[config.mk]
export PLATFORM = sky130hd
export DESIGN_NAME = temp_avg_ctrl
export DESIGN_NICKNAME = d
export VERILOG_FILES = /design/src/rtl/temp_avg_ctrl.sv
export SDC_FILE = /design/constraint.sdc
export NUM_CORES = 1
export LEC_CHECK = 0
export ABC_AREA = 1
export CORE_ASPECT_RATIO = 1.4
export CORE_MARGIN = 2
export CORE_UTILIZATION = 50
export DETAILED_ROUTE_END_ITERATION = 8
export GPL_ROUTABILITY_DRIVEN = 0
export GPL_TIMING_DRIVEN = 0
export PLACE_DENSITY = 0.75
export SLEW_MARGIN = 15
export SYNTH_ARGS = -nofsm -noshare
export SYNTH_HDL_FRONTEND = slang
export SYNTH_SLANG_ARGS = --single-unit
[constraint.sdc]
create_clock -name clk -period 5.3 [get_ports clk]
set_clock_uncertainty 0.1 [all_clocks]
set_input_delay 1.06 -clock clk [delete_from_list [all_inputs] [get_ports clk]]
set_output_delay 1.06 -clock clk [all_outputs]
set_load 0.01 [all_outputs]
[src/rtl/temp_avg_ctrl.sv]
// temp_avg_ctrl: windowed temperature accumulator plus an iterative
// restoring divider that produces the window average, one quotient bit
// per clock, behind a busy/done handshake.
//
// Ports:
//   clk, reset        clock, synchronous active-high reset
//   sample_valid      a sample is present this cycle
//   sample            unsigned temperature sample
//   avg_req           close the open window and average it (IDLE only)
//   busy              high while quotient bits are being produced
//   done              one-cycle pulse when avg/rem/dz update
//   avg, rem          quotient and remainder of sum/count, held
//   dz                last closed window had zero samples, held
//   sat               sticky: a sample was dropped at full count
//   sample_cnt        samples in the open window
//
// Optional build macro AVG_ROUND_EN: avg rounds half up instead of
// truncating; rem still reports the raw remainder.

module temp_avg_ctrl #(
  parameter int SAMPLE_W = 8,
  parameter int CNT_W    = 8
) (
  input  logic                clk,
  input  logic                reset,
  input  logic                sample_valid,
  input  logic [SAMPLE_W-1:0] sample,
  input  logic                avg_req,
  output logic                busy,
  output logic                done,
  output logic [15:0]         avg,
  output logic [15:0]         rem,
  output logic                dz,
  output logic                sat,
  output logic [CNT_W-1:0]    sample_cnt
);

  typedef enum logic [1:0] {
    IDLE,
    DIV,
    FIN
  } state_t;

  localparam logic [CNT_W-1:0] CNT_MAX = '1;

  state_t state;
  state_t state_n;

  logic [15:0]      sum;
  logic [CNT_W-1:0] cnt;

  logic [15:0] num;
  logic [15:0] den;
  logic [15:0] quo;
  logic [15:0] rmd;
  logic [3:0]  idx;
  logic        zflag;

  logic        cnt_full;
  logic        take;
  logic        accept;
  logic [15:0] sum_cl;
  logic [15:0] cnt_cl;

  logic [16:0] r_sh;
  logic        r_ge;
  logic [15:0] r_next;
  logic [15:0] avg_fin;

  assign cnt_full = (cnt == CNT_MAX);
  assign take     = sample_valid && !cnt_full;
  assign accept   = (state == IDLE) && avg_req;

  // A sample arriving with the request belongs to the closing window.
  assign sum_cl = sum + (take ? 16'(sample) : 16'd0);
  assign cnt_cl = 16'(cnt) + (take ? 16'd1 : 16'd0);

  // Shift in the next dividend bit; 17 bits keeps the compare exact.
  assign r_sh   = {rmd, num[idx]};
  assign r_ge   = (r_sh >= {1'b0, den});
  assign r_next = r_ge ? 16'(r_sh - {1'b0, den}) : r_sh[15:0];

  always_comb begin
    avg_fin = quo;
`ifdef AVG_ROUND_EN
    if ({rmd, 1'b0} >= {1'b0, den}) begin
      avg_fin = quo + 16'd1;
    end
`else
    avg_fin = quo;
`endif
  end

  always_ff @(posedge clk) begin
    if (reset) begin
      state <= IDLE;
    end else begin
      state <= state_n;
    end
  end

  always_comb begin
    state_n = state;
    unique case (state)
      IDLE: begin
        if (avg_req) begin
          state_n = (cnt_cl == 16'd0) ? FIN : DIV;
        end
      end
      DIV: begin
        if (idx == 4'd0) begin
          state_n = FIN;
        end
      end
      FIN: begin
        state_n = IDLE;
      end
      default: begin
        state_n = IDLE;
      end
    endcase
  end

  // Window accumulator runs in every state; closing a window wins
  // over a saturating drop in the same cycle.
  always_ff @(posedge clk) begin
    if (reset) begin
      sum <= '0;
      cnt <= '0;
      sat <= 1'b0;
    end else if (accept) begin
      sum <= '0;
      cnt <= '0;
      sat <= 1'b0;
    end else if (sample_valid) begin
      if (cnt_full) begin
        sat <= 1'b1;
      end else begin
        sum <= sum + 16'(sample);
        cnt <= cnt + CNT_W'(1);
      end
    end
  end

  always_ff @(posedge clk) begin
    if (reset) begin
      num   <= '0;
      den   <= '0;
      quo   <= '0;
      rmd   <= '0;
      idx   <= '0;
      zflag <= 1'b0;
    end else begin
      if (accept) begin
        num   <= sum_cl;
        den   <= cnt_cl;
        quo   <= '0;
        rmd   <= '0;
        idx   <= 4'hf;
        zflag <= (cnt_cl == 16'd0);
      end else if (state == DIV) begin
        rmd      <= r_next;
        quo[idx] <= r_ge;
        idx      <= idx - 4'd1;
      end
    end
  end

  // Registered handshake: busy covers the cycles after each
  // quotient-bit edge, done follows the FIN edge.
  always_ff @(posedge clk) begin
    if (reset) begin
      busy <= 1'b0;
      done <= 1'b0;
      avg  <= '0;
      rem  <= '0;
      dz   <= 1'b0;
    end else begin
      busy <= (state == DIV);
      done <= (state == FIN);
      if (state == FIN) begin
        if (zflag) begin
          avg <= '0;
          rem <= '0;
          dz  <= 1'b1;
        end else begin
          avg <= avg_fin;
          rem <= rmd;
          dz  <= 1'b0;
        end
      end
    end
  end

  assign sample_cnt = cnt;

endmodule

==> impl_results.html <==
<table>
<tr><th>Metric</th><th>Value</th></tr>
<tr><th colspan="2">Outcome</th></tr>
<tr><td>Outcome</td><td>completed</td></tr>
<tr><th colspan="2">Worst hold path</th></tr>
<tr><td>Class of the tightest hold or removal check</td><td>reg2reg</td></tr>
<tr><th colspan="2">Setup path</th></tr>
<tr><td>Path type of the worst setup path</td><td>in2reg</td></tr>
<tr><td>Crit path largest cell delay</td><td>0.52 ns</td></tr>
<tr><td>Type of element launching the critical path</td><td>input port</td></tr>
<tr><td>Slowest cell on the critical path</td><td>sky130_fd_sc_hd__clkdlybuf4s50_1</td></tr>
<tr><td>Type of element capturing the critical path</td><td>register</td></tr>
<tr><td>List of cells traversed by the critical path</td><td>clkdlybuf4s50_1 &gt; nand2_2 &gt; inv_2 &gt; buf_2 &gt; ha_1 &gt; ha_1 &gt; nand3_1 &gt; xor2_1 &gt; nand2_1 &gt; nor2_1 &gt; nand3_1 &gt; nand2_1 &gt; a21oi_1</td></tr>
<tr><td>Category of cells accounting for the largest share of critical-path delay</td><td>buffers and inverters</td></tr>
<tr><td>Max FO, Critical Path</td><td>10</td></tr>
<tr><td>Sum of buffers and inverters on the critical path</td><td>3</td></tr>
<tr><td>Data required time at the worst endpoint</td><td>5.48 ns</td></tr>
<tr><td>Arrival time of data at the critical path endpoint</td><td>3.37 ns</td></tr>
<tr><th colspan="2">Detailed routing</th></tr>
<tr><td>Wirelength per Cell</td><td>between 10 and 15 µm</td></tr>
<tr><td>Mean number of vias per cell</td><td>5.13</td></tr>
<tr><td>Vias after detailed routing</td><td>6680</td></tr>
<tr><td>Remaining number of nets flagged by the antenna check after routing</td><td>0</td></tr>
<tr><td>Iter 0 DRT Violations</td><td>approximately 310</td></tr>
<tr><td>Total routed wirelength</td><td>16700 µm</td></tr>
<tr><td>Remaining routing DRC violations</td><td>0</td></tr>
<tr><td>Iteration count of the initial detailed-routing pass</td><td>5</td></tr>
<tr><th colspan="2">Clocking</th></tr>
<tr><td>Clock sink count</td><td>124</td></tr>
<tr><td>Post-CTS setup buffer count</td><td>0</td></tr>
<tr><td>H-tree Lvls</td><td>4</td></tr>
<tr><td>Clock transition at path regs</td><td>0.06 ns</td></tr>
<tr><td>TritonCTS clock tree</td><td>yes</td></tr>
<tr><td>PostCTS Resize Cnt</td><td>0</td></tr>
<tr><td>Total clock buffers created by CTS</td><td>17</td></tr>
<tr><td>Worst skew pair latency</td><td>0.42 ns</td></tr>
<tr><td>Number of buffers on the longest clock path</td><td>2</td></tr>
<tr><td>Quantity of hold-fixing buffers added after cts</td><td>0</td></tr>
<tr><td>Root buffer cell</td><td>sky130_fd_sc_hd__clkbuf_16</td></tr>
<tr><th colspan="2">Synth</th></tr>
<tr><td>Number of nets in the synthesized netlist</td><td>roughly 1100</td></tr>
<tr><td>Average size of a mapped cell</td><td>about 6.7 µm²</td></tr>
<tr><td>Share of async-settable or async-resettable flops after synthesis</td><td>0%</td></tr>
<tr><td>Synthesized flop and latch total</td><td>between 100 and 150</td></tr>
<tr><td>Number of different library cells in the post-synthesis netlist</td><td>40</td></tr>
<tr><td>Portion of the post-synthesis area used by sequential elements</td><td>35.9%</td></tr>
<tr><td>Cells after synthesis</td><td>just over 1000</td></tr>
<tr><td>Summed instance area of the synthesized netlist</td><td>6910 µm²</td></tr>
<tr><td>Total of warnings raised by yosys</td><td>0</td></tr>
<tr><td>Number of enable-type register cells in the synthesized netlist</td><td>0</td></tr>
<tr><td>Predominant post-synthesis flop cell</td><td>sky130_fd_sc_hd__dfxtp_1</td></tr>
<tr><th colspan="2">Power and ir drop</th></tr>
<tr><td>Power share of the combinational group</td><td>25.0%</td></tr>
<tr><td>Clock network fraction of total power</td><td>39.4%</td></tr>
<tr><td>Worst ir drop on vdd</td><td>0.000182 V</td></tr>
<tr><td>Power density normalized to cell area</td><td>347 nW/µm²</td></tr>
<tr><td>Leakage power</td><td>roughly 3.7 nW</td></tr>
<tr><td>Switching share of total power</td><td>34.1%</td></tr>
<tr><td>Internal</td><td>1.89 mW</td></tr>
<tr><td>Sequential share of power</td><td>35.6%</td></tr>
<tr><td>Reported net switching power</td><td>roughly 980 µW</td></tr>
<tr><th colspan="2">STA</th></tr>
<tr><td>Slew Limit Headroom</td><td>63.9%</td></tr>
<tr><td>Sum of negative setup slack</td><td>0 ns</td></tr>
<tr><td>Final worst-path cycle share</td><td>about three fifths</td></tr>
<tr><td>Minimum clock period</td><td>3.19 ns</td></tr>
<tr><td>Setup repair after global routing missed its margin</td><td>no</td></tr>
<tr><td>Setup Viol. Count Final</td><td>0</td></tr>
<tr><td>Number of max-slew violations in the final report</td><td>0</td></tr>
<tr><td>Max frequency</td><td>~310 MHz</td></tr>
<tr><td>Final Hold Viols</td><td>0</td></tr>
<tr><td>Post-route setup slack</td><td>roughly 2.1 ns</td></tr>
<tr><td>Actual slew at the worst max-slew pin</td><td>approximately 0.54 ns</td></tr>
<tr><th colspan="2">Cells and area</th></tr>
<tr><td>Commonest cells after routing, fill and taps aside</td><td>sky130_fd_sc_hd__nand2_1 (287), sky130_fd_sc_hd__inv_1 (135), sky130_fd_sc_hd__dfxtp_1 (124)</td></tr>
<tr><td>Layout fillers</td><td>1267</td></tr>
<tr><td># diodes</td><td>0</td></tr>
<tr><td>Total non-filler cell area in the finished layout</td><td>approximately 8300 µm²</td></tr>
<tr><td>Area added between synthesis and finish</td><td>19.6%</td></tr>
<tr><td>Most common cell after layout, fill and taps aside</td><td>sky130_fd_sc_hd__nand2_1</td></tr>
<tr><td>Final net count</td><td>1155</td></tr>
<tr><td>Final standard cell count with taps included and fillers excluded</td><td>1302</td></tr>
<tr><td>Post-Route Utilization</td><td>between 60 and 70%</td></tr>
<tr><td>Share of cells above drive strength 1</td><td>7.59%</td></tr>
<tr><th colspan="2">Placed design</th></tr>
<tr><td>Placed instance area</td><td>between 7000 and 8000 µm²</td></tr>
<tr><td>Number of buffer cells added on primary ports</td><td>55</td></tr>
<tr><td>Placed insts</td><td>between 1000 and 1500</td></tr>
<tr><td>Worst slack after detailed placement</td><td>between 1.5 and 2 ns</td></tr>
<tr><td>Hpwl dp</td><td>12900 µm</td></tr>
<tr><th colspan="2">Floorplanning</th></tr>
<tr><td>Top Ports</td><td>56</td></tr>
<tr><td>Total Die Area</td><td>14800 µm²</td></tr>
<tr><td>Y dimension of the die</td><td>approximately 140 µm</td></tr>
<tr><td>Die X-Extent</td><td>103 µm</td></tr>
<tr><td>Initial cell density of the core</td><td>roughly 51%</td></tr>
<tr><td>Row count</td><td>50</td></tr>
<tr><td>Core Footprint</td><td>about 13000 µm²</td></tr>
<tr><th colspan="2">GRT</th></tr>
<tr><td>Via count of the first global-routing pass</td><td>6244</td></tr>
<tr><td>Overflow after GRT</td><td>0</td></tr>
<tr><td>Total track usage</td><td>23.9%</td></tr>
<tr><td>Antenna violations before repair</td><td>0</td></tr>
<tr><td>Wire length of the first global-routing pass</td><td>28000 µm</td></tr>
<tr><td>Pin count of the biggest net entering global routing</td><td>17</td></tr>
<tr><th colspan="2">Job</th></tr>
<tr><td># Max-Cap Violations</td><td>0</td></tr>
</table>
-- Yosys cell counts (2+ instances only) --
cell | n | area share [%]
sky130_fd_sc_hd__fa_1 | 3 | 0.87
sky130_fd_sc_hd__o211ai_1 | 2 | 0.22
sky130_fd_sc_hd__dfxtp_1 | 124 | 36
sky130_fd_sc_hd__nand3_2 | 4 | 0.58
sky130_fd_sc_hd__ha_1 | 33 | 6.0
sky130_fd_sc_hd__nor3_1 | 11 | 0.80
sky130_fd_sc_hd__clkbuf_1 | 11 | 0.60
sky130_fd_sc_hd__o21ai_1 | 5 | 0.36
sky130_fd_sc_hd__inv_1 | 135 | 7.3
sky130_fd_sc_hd__nor2_4 | 3 | 0.49
sky130_fd_sc_hd__o21bai_1 | 2 | 0.22
sky130_fd_sc_hd__or2_2 | 2 | 0.18
sky130_fd_sc_hd__o21a_1 | 2 | 0.22
sky130_fd_sc_hd__o22ai_1 | 9 | 0.81
sky130_fd_sc_hd__nor3_2 | 2 | 0.29
sky130_fd_sc_hd__nand3b_1 | 7 | 0.76
sky130_fd_sc_hd__o21ai_0 | 56 | 4.1
sky130_fd_sc_hd__nand4_1 | 9 | 0.81
sky130_fd_sc_hd__a21oi_1 | 106 | 7.7
sky130_fd_sc_hd__xor2_1 | 15 | 1.9
sky130_fd_sc_hd__nand2_2 | 5 | 0.45
sky130_fd_sc_hd__buf_6 | 3 | 0.49
sky130_fd_sc_hd__nand3_1 | 60 | 4.3
sky130_fd_sc_hd__a211oi_1 | 2 | 0.22
sky130_fd_sc_hd__buf_2 | 18 | 1.3
sky130_fd_sc_hd__inv_2 | 7 | 0.38
sky130_fd_sc_hd__nand2_1 | 287 | 16
sky130_fd_sc_hd__nor2_2 | 6 | 0.54
sky130_fd_sc_hd__nor2_1 | 89 | 4.8
sky130_fd_sc_hd__xnor2_1 | 2 | 0.25
sky130_fd_sc_hd__a31oi_1 | 4 | 0.36
-- cell families after synthesis --
kind of cell               after synthesis  share of synthesized area [%]
adders and majority gates               36                           6.84
xor gates and xnor gates                17                           2.15
and+or+nand+nor                        489                           30.2
buffers and inverters                  175                           10.2
DFF                                    124                           35.9
AOI/OAI and AO/OA                      192                           14.7
-- power groups by stage --
stage          clock [mW]  combinational (mW)  sequential (mW)
6_report             1.13               0.716             1.02
4_1_cts              1.14               0.718             1.02
5_1_grt              1.19               0.813             1.02
3_3_place_gp            0               0.700             1.04
2_1_floorplan           0               0.545             1.03
3_5_place_dp            0               0.710             1.04
-- cell type report --
cell class	instances	area, µm²	area share [%]
Multi-Input combinational cell	734	3730	45.1
Sequential cell	124	2480	30.0
Timing Repair Buffer	55	551	6.66
Inverter	143	537	6.49
Clock buffer	17	425	5.15
Tap cell	182	228	2.76
Buffer	32	165	2.00
Clock inverter	15	151	1.83
-- worst paths after layout --
check                                  start  cells past startpoint       end  slack [ns]
worst min-delay path                     sat                      2       sat        0.36
worst min register to register           sat                      2       sat        0.36
worst max-delay path            sample_valid                     13  state[0]        2.11
worst max register to register        idx[0]                     19   rmd[14]        2.32
-- routing by layer --
layer | vias to the layer above | global-route usage [%] | wire, µm | part of all wire, %
li1 | 3477 | - | - | -
met1 | 3006 | 26.9 | 6990 | 42
met5 | - | 0 | 0 | 0
met3 | 38 | 4.41 | 585 | 3.5
met4 | 0 | 9.56 | 449 | 2.7
met2 | 159 | 43.4 | 8700 | 52
-- worst reg2reg max path: stages (launching register included) --
cell,delay (ns)
sky130_fd_sc_hd__dfxtp_1,0.38
sky130_fd_sc_hd__clkinv_1,0.34
sky130_fd_sc_hd__nand2_1,0.18
sky130_fd_sc_hd__nand3_1,0.08
sky130_fd_sc_hd__nand2_1,0.08
sky130_fd_sc_hd__nand2_1,0.05
sky130_fd_sc_hd__nand2_1,0.09
sky130_fd_sc_hd__nor2_1,0.07
sky130_fd_sc_hd__ha_1,0.21
sky130_fd_sc_hd__fa_1,0.43
sky130_fd_sc_hd__nand3b_1,0.18
sky130_fd_sc_hd__nand2_1,0.13
sky130_fd_sc_hd__nand2_1,0.09
sky130_fd_sc_hd__nand2_1,0.10
sky130_fd_sc_hd__nand2_1,0.07
sky130_fd_sc_hd__nand2_1,0.06
sky130_fd_sc_hd__nand2_1,0.05
sky130_fd_sc_hd__nand2_1,0.06
sky130_fd_sc_hd__nand2_1,0.05
sky130_fd_sc_hd__a21oi_1,0.11
-- registers in the layout, summed over array words and instances, names as in the netlist, 4 cells and up --
name,flops
sample_cnt,8
den,9
idx,4
rem,16
avg,16
avg_fin,16
sum,16
rmd,16
num,16
-- per-stage QoR --
| step | total power [mW] | hold slack (ns) |
|---|---|---|
| floorplan | 1.57 | 0.335 |
| global placement | 1.74 | 0.345 |
| detailed placement | 1.75 | 0.352 |
| CTS | 2.87 | 0.361 |
| global route | 3.03 | 0.377 |
| finish | 2.86 | 0.358 |
Power figures use the tool's default switching activity.
